**config.mk**
```make
export PLATFORM = sky130hd
export DESIGN_NAME = sram_req_arbiter
export DESIGN_NICKNAME = d
export VERILOG_FILES = /design/src/rtl/sram_req_arbiter.sv
export SDC_FILE = /design/constraint.sdc
export NUM_CORES = 1
export LEC_CHECK = 0
export CAP_MARGIN = 25
export CORE_AREA = 2 2 108 110
export DETAILED_ROUTE_END_ITERATION = 6
export DIE_AREA = 0 0 110 112
export PLACE_DENSITY = 0.57
export REMOVE_ABC_BUFFERS = 1
export SLEW_MARGIN = 20
export SYNTH_ARGS = -nofsm -noshare
export SYNTH_HDL_FRONTEND = slang
export SYNTH_SLANG_ARGS = --single-unit
```
**constraint.sdc**
```tcl
create_clock -name clk -period 1.95 [get_ports clk]
set_clock_uncertainty 0.1 [all_clocks]
set_input_delay 0.2925 -clock clk [delete_from_list [all_inputs] [get_ports clk]]
set_output_delay 0.2925 -clock clk [all_outputs]
set_load 0.005 [all_outputs]
```
**src/rtl/sram_req_arbiter.sv**
```systemverilog
// sram_req_arbiter: shares one sram-like port (req/addr_ok/data_ok) between the
// instruction fetch requester and the data requester.
// - Address phase: fixed data-over-inst priority, grant frozen while the memory
//   stalls an issued request (lock), zero added latency.
// - Outstanding transactions: an in-order owner-ID FIFO of depth OUTST routes each
//   data_ok/rdata back to the side that issued it.
// Optional macro ARB_ROUND_ROBIN_EN: when both sides request and no lock is held,
//   grant the side that did not win the last accepted handshake.
module sram_req_arbiter #(
  parameter int OUTST = 2
) (
  input  logic        clk,
  input  logic        resetn,
  input  logic        inst_req,
  input  logic [31:0] inst_addr,
  output logic        inst_addr_ok,
  output logic        inst_data_ok,
  output logic [31:0] inst_rdata,
  input  logic        data_req,
  input  logic        data_wr,
  input  logic [3:0]  data_wstrb,
  input  logic [31:0] data_addr,
  input  logic [31:0] data_wdata,
  output logic        data_addr_ok,
  output logic        data_data_ok,
  output logic [31:0] data_rdata,
  output logic        mem_req,
  output logic        mem_wr,
  output logic [3:0]  mem_wstrb,
  output logic [31:0] mem_addr,
  output logic [31:0] mem_wdata,
  input  logic        mem_addr_ok,
  input  logic        mem_data_ok,
  input  logic [31:0] mem_rdata
);

  localparam int CW = $clog2(OUTST + 1);
  localparam int PW = (OUTST > 1) ? $clog2(OUTST) : 1;

  logic [CW-1:0] count_reg;
  logic [CW-1:0] count_next;
  logic [PW-1:0] wr_ptr_reg;
  logic [PW-1:0] rd_ptr_reg;
  logic          owner_reg [OUTST];   // 0 = inst, 1 = data
  logic          lock_reg;
  logic          lock_sel_reg;        // side frozen by the lock
`ifdef ARB_ROUND_ROBIN_EN
  logic          rr_last_reg;         // side that won the last accepted handshake
`endif

  logic sel_data;
  logic sel_req;
  logic full;
  logic accept;
  logic resp;
  logic head_data;

  function automatic logic [PW-1:0] ptr_inc(input logic [PW-1:0] p);
    if (p == PW'(OUTST - 1)) return '0;
    else return p + PW'(1);
  endfunction

  // Requester selection: a held lock wins, otherwise priority (or round robin).
  always_comb begin
    sel_data = data_req;
`ifdef ARB_ROUND_ROBIN_EN
    if (lock_reg)
      sel_data = lock_sel_reg;
    else if (data_req && inst_req)
      sel_data = ~rr_last_reg;
`else
    if (lock_reg)
      sel_data = lock_sel_reg;
`endif
  end

  // Memory request path and address-phase acknowledgements.
  always_comb begin
    sel_req      = sel_data ? data_req : inst_req;
    // Full check uses the registered count: a pop this cycle frees a slot next cycle.
    full         = (count_reg == CW'(OUTST));
    mem_req      = sel_req & ~full;
    mem_wr       = sel_data & data_wr;
    mem_wstrb    = mem_wr ? data_wstrb : 4'h0;
    mem_addr     = sel_data ? data_addr : inst_addr;
    mem_wdata    = sel_data ? data_wdata : 32'h0;
    accept       = mem_req & mem_addr_ok;
    inst_addr_ok = accept & ~sel_data;
    data_addr_ok = accept & sel_data;
  end

  // Response routing by FIFO head owner; responses with nothing outstanding are dropped.
  always_comb begin
    resp         = mem_data_ok & (count_reg != '0);
    head_data    = owner_reg[rd_ptr_reg];
    inst_data_ok = resp & ~head_data;
    data_data_ok = resp & head_data;
    inst_rdata   = inst_data_ok ? mem_rdata : 32'h0;
    data_rdata   = data_data_ok ? mem_rdata : 32'h0;
    count_next   = count_reg + CW'(accept) - CW'(resp);
  end

  // Owner-ID storage, one register per FIFO slot written on accept.
  genvar gi;
  generate
    for (gi = 0; gi < OUTST; gi++) begin : g_fifo
      always_ff @(posedge clk) begin
        if (!resetn)
          owner_reg[gi] <= 1'b0;
        else if (accept && (wr_ptr_reg == PW'(gi)))
          owner_reg[gi] <= sel_data;
      end
    end
  endgenerate

  // FIFO pointers, occupancy count and the address-phase lock.
  always_ff @(posedge clk) begin
    if (!resetn) begin
      count_reg    <= '0;
      wr_ptr_reg   <= '0;
      rd_ptr_reg   <= '0;
      lock_reg     <= 1'b0;
      lock_sel_reg <= 1'b0;
    end else begin
      count_reg <= count_next;
      if (accept) wr_ptr_reg <= ptr_inc(wr_ptr_reg);
      if (resp)   rd_ptr_reg <= ptr_inc(rd_ptr_reg);
      if (mem_req && !mem_addr_ok) begin
        lock_reg     <= 1'b1;
        lock_sel_reg <= sel_data;
      end else if (accept) begin
        lock_reg <= 1'b0;
      end
    end
  end

`ifdef ARB_ROUND_ROBIN_EN
  // Remember the winner of each accepted handshake (reset points at inst).
  always_ff @(posedge clk) begin
    if (!resetn)
      rr_last_reg <= 1'b0;
    else if (accept)
      rr_last_reg <= sel_data;
  end
`endif

endmodule

```
Word level (Yosys, flattened, before mapping)
Memory sizes are Yosys's and may differ from the RTL's. A register that Yosys moved wholly into a read port is not among the register bits.
Index checks and enable logic that the tools add are counted.
{"block": "op_classes", "n_addsub": 4, "eq_ne": 1, "n_mux": 22, "n_bitwise": 14, "reduce_logical": 6}
{"operator": "32-bit two-way mux", "n": 4}
{"operator": "1-bit two-way mux", "n": 17}
{"operator": "1-bit AND", "n": 8}
{"operator": "4-bit two-way mux", "n": 1}
{"operator": "1-bit inverter", "n": 4}
{"operator": "2-bit nonzero test", "n": 2}
{"operator": "1-bit logical AND", "n": 3}
{"operator": "1-bit adder, second input constant", "n": 2}
{"operator": "2-bit by 1-bit adder with 2-bit output", "n": 1}
{"operator": "2-bit equality test, second input constant", "n": 1}
{"operator": "1-bit bitwise OR", "n": 2}
{"operator": "2-bit by 1-bit subtractor with 2-bit output", "n": 1}
{"operator": "1-bit logical NOT", "n": 1}
{"block": "totals", "ff_bits": 6, "ramBits": 2, "output_inout_bits": 138, "word_cells": 53, "memories": 1}
{"name": "owner_reg", "words": 2, "word_bits": 1, "rd": 1, "rd_ports_with_merged_regs": 1, "write_ports": 2, "line_no": "44", "text": "logic owner_reg [OUTST];"}

Depth between registers and ports, before layout
Gate-level depths: netlist of the first run.
{"block": "depth", "ltp_word": 9, "depth_mapped": 9, "depth_no_buf": 9}

Worst setup path before layout of the first run
No wires, ideal clock.
{"block": "synth_path", "path_kind": "register to register", "from": "register lock_sel_reg", "to": "register count_reg[1]", "setup_time_ns": 0.119, "arrival_ns": 1.771, "required_time_ns": 1.731, "path_slack_ns": -0.039, "stages_incl_launch_ff": 10, "path_buffers": 0, "path_cell_list": "dfxtp_1 mux2_4 o2111a_2 inv_2 ha_1 inv_1 ha_1 xor2_1 xnor2_1 nor2_1"}
{"block": "synth_via", "elab_chain_cells": 6}
{"item": "start, declared", "line_no": "46", "text": "logic lock_sel_reg;"}
{"item": "start signal, assigned", "line_no": "130", "text": "lock_sel_reg <= sel_data;"}
{"item": "1-bit two-way mux", "line_no": "72", "text": "if (lock_reg)"}
{"item": "1-bit two-way mux", "line_no": "79", "text": "sel_req = sel_data ? data_req : inst_req;"}
{"item": "1-bit AND", "line_no": "82", "text": "mem_req = sel_req & ~full;"}
{"item": "1-bit AND", "line_no": "87", "text": "accept = mem_req & mem_addr_ok;"}
{"item": "2-bit by 1-bit adder with 2-bit output", "line_no": "100", "text": "count_next = count_reg + CW'(accept) - CW'(resp);"}
{"item": "2-bit by 1-bit subtractor with 2-bit output", "line_no": "100"}
{"item": "end signal, assigned", "line_no": "125", "text": "count_reg <= count_next;"}
{"item": "end, declared", "line_no": "40", "text": "logic [CW-1:0] count_reg;"}
No other way between the ends.
A chain may end at the register's enable or synchronous reset.

==> results_dict.tcl, run 1 <==
set metrics [dict create \
    ys_seq_area_frac 0.124 \
    postSynthAreaPerCell_um2 5.84 \
    r2r_slack_ns 0.01 \
    reg2regPathDepth 9 \
    final_antenna_net_count 0 \
    synth_top_flop_cell "dfxtp_1" \
    io_pins 277 \
    critical_path_peak_fanout 6 \
    place_hpwl_um 8740 \
    worst_skew_pair.late_latency_ns 0.23 \
    average_wire_per_cell_in_the_routed_design_um 16.1 \
    cts_root_buf "clkbuf_16" \
    worst_ep_required_time_ns 1.56 \
    intPower_mw 2.30 \
    design.die.area_um2 12300 \
    flow.area_growth_from_synthesis_pct 260 \
    via_count_of_the_first_global_routing_pass 2925 \
    floorplan.initialDensity 0.137 \
    floorplan.die.height_um 112 \
    class_of_the_most_critical_hold_timing_path "reg2reg" \
    synthesis.area_um2 1540 \
    ys_ff_latch 9 \
    final.min_clock_period_ns 2.07 \
    post_synth_inst_count 263 \
    min_delay_path_depth 2 \
    number_of_endpoints_with_negative_hold_slack_in_the_final_report 0 \
    die_w_um 110 \
    swShare 0.335 \
    drv.max_cap_violation_count 0 \
    netlist-cell-type-count 27 \
    via_count 2941 \
    r2r_start "lock_sel_reg" \
    layout.core_utilization 0.495 \
    cts-buffers-inserted 3 \
    diodes_inserted 0 \
    grt_remaining_overflow 0 \
    setup_slack_ns -0.115 \
    number_of_drc_markers_after_the_initial_detailed_route_iteration 95 \
    share_seq_of_total_power 0.085 \
    net-switching-power_mw 1.16 \
    failing_checks "setup timing" \
    firstDrtPassIters 4 \
    synth-edff-count 1 \
    synth_top_cells_by_area "and2_1 40%, nand2_1 23%, dfxtp_1 10%" \
    tritoncts_num_sinks 9 \
    row_count 39 \
    synthesis.yosys.warnings 0 \
    gp_congestion 0.851 \
    final_layout_size_suffix_gt1_frac 0.492 \
    post_cts_hold_buffer_count 0 \
    fmaxAchievable_ghz 0.484 \
    maxSlewViolCount 0 \
    hp-start "rd_ptr_reg" \
    power_per_cell_area_nw_per_um2 624 \
    power.share.clock 0.104 \
    portBuffers 276 \
    startpoint_type "flop" \
    grt_max_degree 34 \
    cts-root-to-sink-buffers 2 \
    worst_setup_path_end_kind "output pin" \
    setup-violations-final 56 \
    worst-setup-path-type "reg2out" \
    worst_slew_pin_slew_ns 0.376 \
    drt-total-wl_um 11900 \
    final_net_count 736 \
    power.static_leakage_nw 2.74 \
    synth_top_cell_by_area "and2_1" \
    fin_total_pwr_mw 3.45 \
    synth.top_cell.area_share 0.399 \
    rsz0062_at_grt "true" \
    timing.slew.headroom 0.747 \
    crit-reg2reg-capture "count_reg[1]" \
    cts_htree_levels 1 \
    layout_worst_path_cycle_share 1.06 \
    viasPerCell 3.99 \
    timing.critical_path.arrival_ns 1.67 \
    grt_first_pass_wirelength_um 15500 \
    synth-async-reset-ratio 0 \
    status "finished with violations" \
    global_route_usage_over_all_layers 0.164 \
    comb_power_share 0.811 \
    tritoncts_clock_tree "built" \
    vdd_ir_drop_max_v 0.000321 \
    clkTransAtPathRegs_ns 0.04 \
    fp.coreArea_um2 11200 \
    drt_drc_violations_left 0 \
    grt_antenna_before_repair 0 \
]
## what timing repair did
| item | in CTS | in global routing |
|---|---|---|
| buffers inserted | 27 | 18 |
| setup endpoints to repair | 140 | 117 |
| gates resized for setup | 401 | 304 |
| endpoints found under the hold margin | 0 | 0 |
| gates cloned | 8 | 7 |
| pin swaps | 23 | 59 |
## synth_stat cells, types with 2 or more instances
library cell   n
mux2i_1        3
buf_6          3
dfxtp_1        8
nor4_1         2
nor2b_1        2
nor2_1        11
nand2_1       96
xor2_1         2
o21ai_1        2
ha_1           2
xnor2_1        2
clkbuf_1      11
and2_1        98
inv_1          3
buf_2          2
inv_2          2
and3_1         4
## cell usage in the layout (no fill, tap or decap), types with 19 or more instances in the layout
cell,Yosys,final
and2_1,98,44
and2_4,0,54
buf_2,2,39
buf_4,0,20
buf_6,3,73
clkbuf_2,0,25
clkdlybuf4s15_1,0,21
clkdlybuf4s50_1,0,135
nand2_1,96,66
nand2_2,0,19
## power groups by stage
| stage | Sequential, mW | Clock, mW | Combinational, mW |
|---|---|---|---|
| floorplan | 0.279 | 0 | 0.618 |
| global placement | 0.276 | 0 | 1.98 |
| detailed placement | 0.278 | 0 | 1.99 |
| CTS | 0.294 | 0.367 | 2.45 |
| global route | 0.298 | 0.376 | 3.00 |
| finish | 0.292 | 0.360 | 2.80 |
## cell type report
| cell class | count | area, um2 |
|---|---|---|
| Fill cell | 1089 | 5650 |
| Timing Repair Buffer | 343 | 3450 |
| Multi-Input combinational cell | 233 | 1600 |
| Sequential cell | 9 | 198 |
| Tap cell | 143 | 179 |
| Clock buffer | 4 | 78.8 |
| Inverter | 5 | 23.8 |
## metal layers
metal / vias to the layer above / GRT usage / wire (um)
li1: 1463 / - / -
met1: 1283 / 0.138 / 3380
met2: 183 / 0.349 / 6930
met3: 12 / 0.0568 / 1380
met4: 0 / 0.0338 / 195
met5: - / 0 / 0
## worst max path at each step
| stage | cells past startpoint | start | to | slack [ns] |
|---|---|---|---|---|
| final | 8 | owner_reg[0] | inst_rdata[13] | -0.12 |
| after global routing | 8 | owner_reg[0] | inst_rdata[10] | -0.16 |
| after CTS | 6 | flop | data_rdata[1] | -0.22 |
| after detailed placement | 10 | data_req | count_reg[1] | -0.49 |
| after global placement | 5 | data_req | mem_wdata[19] | -0.47 |
| after floorplan | 3 | lock_reg | mem_addr[0] | -0.46 |
## logic make-up (layout without fill, tap and decap cells)
kind of cell    count (synthesis)  in the layout  synth area share
simple gates                  215            215             0.701
buf+inv                        21            352            0.0676
flops                           9              9             0.124
compound gates                  7              7            0.0318
mux                             5              5            0.0366
xor+xnor                        4              4            0.0228
fa+ha+maj                       2              2            0.0163
## metrics by stage
step	hold WS, ns	worst slack (ns)	instance area [um2]	cells	TNS [ns]
detailed placement	0.395	-0.495	4600	684	-54.55
finish	0.396	-0.115	5530	737	-2.48
global placement	0.383	-0.466	4600	684	-52.32
CTS	0.405	-0.216	5100	723	-7.33
global route	0.441	-0.159	5530	737	-5.58
floorplan	0.314	-0.462	1450	247	-15.85
## critical path: stages (launching register included)
cell	delay [ns]
edfxtp_1	0.38
mux2i_2	0.19
nor2b_4	0.22
buf_12	0.12
buf_8	0.11
buf_16	0.12
buf_6	0.10
and2_4	0.13
buf_6	0.08
No activity file was read; power rests on OpenSTA's default activity.
==> run 2: changes to the inputs <==
CORE_AREA = 4 4 105 107   (was 2 2 108 110)
DIE_AREA = 0 0 109 111   (was 0 0 110 112)
MAX_ROUTING_LAYER = met4   (was unset)
PLACE_DENSITY = 0.6   (was 0.57)
clock period = 2.3 ns   (was 1.95 ns; I/O delays follow)
==> results_dict.tcl, run 2 (synthesis results as in run 1) <==
set metrics [dict create \
    status "complete, no violations" \
    multi_input_area_um2 1290 \
    power.share.clock 0.082 \
    fmaxAchievable_ghz 0.444 \
    final_net_count 693 \
    cts_htree_levels 1 \
    cts-buffers-inserted 3 \
    design.die.area_um2 12100 \
    share_seq_of_total_power 0.115 \
    timing.slew.headroom 0.798 \
    grt_antenna_before_repair 0 \
    worst_ep_required_time_ns 1.86 \
    global_route_usage_over_all_layers 0.169 \
    startpoint_type "flop" \
    intPower_mw 1.48 \
    clkTransAtPathRegs_ns 0.05 \
    diodes_inserted 0 \
    crit_path_max_incr_delay_ns 0.50 \
    io_pins 277 \
    power.static_leakage_nw 2.30 \
    totalNegativeSetupSlack_ns 0 \
    place_hpwl_um 8770 \
    vdd_ir_drop_max_v 0.000274 \
    critical_path_peak_fanout 16 \
    net-switching-power_uw 755 \
    flow.area_growth_from_synthesis_pct 215 \
    class_of_the_most_critical_hold_timing_path "reg2reg" \
    gr-usage-met2 0.331 \
    fin_cells 687 \
    grt_max_degree 34 \
    cts_root_buf "clkbuf_8" \
    grt_remaining_overflow 0 \
    layout_worst_path_cycle_share 0.979 \
    mostFrequentLayoutCell "clkdlybuf4s50_1" \
    grt_first_pass_wirelength_um 15400 \
    fp.coreArea_um2 10100 \
    comb_power_share 0.804 \
    timing.critical_path.cells "mux2i_4, bufbuf_16, nand2_1, nand2_1, clkdlybuf4s50_1" \
    number_of_drc_markers_after_the_initial_detailed_route_iteration 99 \
    rsz0062_at_grt "true" \
    tritoncts_num_sinks 9 \
    use_met3 0.0588 \
    timing.critical_path.arrival_ns 1.81 \
    final-seq-area_um2 195 \
    worst-setup-path-type "reg2out" \
    dp.cells 670 \
    cts-root-to-sink-buffers 2 \
    crit_slowest_cell "clkdlybuf4s50_1" \
    layout_common_cells "223 x clkdlybuf4s50_1, 98 x and2_1, 96 x nand2_1" \
    viasPerCell 3.98 \
    power_per_cell_area_nw_per_um2 462 \
    maxSlewViolCount 0 \
    final_antenna_net_count 0 \
    via_count 2735 \
    layout.filler_cells 990 \
    worst_skew_pair.late_latency_ns 0.23 \
    via_count_of_the_first_global_routing_pass 2842 \
    setup-violations-final 0 \
    row_count 37 \
    number_of_endpoints_with_negative_hold_slack_in_the_final_report 0 \
    busiest_layer "met2" \
    die_w_um 109 \
    drv.max_cap_violation_count 0 \
    cpMostUsedCell "nand2_1" \
    swShare 0.338 \
    tritoncts_clock_tree "built" \
    floorplan.initialDensity 0.152 \
    final.min_clock_period_ns 2.25 \
    drt-total-wl_um 10700 \
    average_wire_per_cell_in_the_routed_design_um 15.6 \
    gp_congestion 0.796 \
    drt_drc_violations_left 0 \
    final_layout_size_suffix_gt1_frac 0.0762 \
    portBuffers 276 \
    firstDrtPassIters 4 \
    grt.met1_usage 0.151 \
    worst_slew_pin_slew_ns 0.300 \
    floorplan.die.height_um 111 \
    worst_setup_path_end_kind "output pin" \
]
run 2: power by group through the flow:
stage	clock network (mW)	logic (mW)	registers [mW]
finish	0.183	1.80	0.256
global route	0.195	1.96	0.260
CTS	0.188	1.79	0.255
detailed placement	0	1.62	0.248
global placement	0	1.61	0.246
floorplan	0	0.524	0.236
run 2: routing by layer:
metal,part of all wire,vias up
met5,0,-
met4,0.011,0
met3,0.13,9
met2,0.55,169
met1,0.31,1181
li1,-,1376
run 2: area by class of cell:
class	count	area share
timing repair buffer	300	0.643
tap	136	0.0352
inverter	5	0.00388
multi-input combinational	233	0.268
clock buffer	4	0.00931
sequential	9	0.0404
run 2: critical path: cells and delay by family (launching register included):
family | cells | cell delay [ns]
buffers and inverters | 2 | 0.82
flip-flops | 1 | 0.37
AND/OR/NAND/NOR | 2 | 0.12
multiplexers | 1 | 0.25
run 2: metrics by stage:
stage	utilization	instance area, um2	hold WS, ns	power, mW	setup slack (ns)
final	0.477	4840	0.403	2.23	0.0487
after detailed placement	0.447	4530	0.392	1.87	-0.248
after global placement	0.447	4530	0.386	1.86	-0.215
after CTS	0.470	4760	0.406	2.23	0.000262
after global routing	0.477	4840	0.440	2.41	-0.0444
after floorplan	-	1450	0.367	0.760	-0.165
run 2: worst paths after layout:
| path | slack [ns] | depth (start not counted) | from | end |
|---|---|---|---|---|
| worst max-delay path | 0.05 | 5 | lock_reg | mem_addr[1] |
| worst min-delay path | 0.40 | 2 | rd_ptr_reg | rd_ptr_reg |
| worst max register to register | 0.24 | 9 | lock_sel_reg | count_reg[1] |
| worst min register to register | 0.40 | 2 | rd_ptr_reg | rd_ptr_reg |
run 2: what timing repair did:
| action | CTS | global route |
|---|---|---|
| gates resized for setup | 61 | 10 |
| endpoints found under the setup margin | 137 | 33 |
| cloned | 5 | 1 |
| hold buffers | 0 | 0 |
| setup buffers | 5 | 2 |
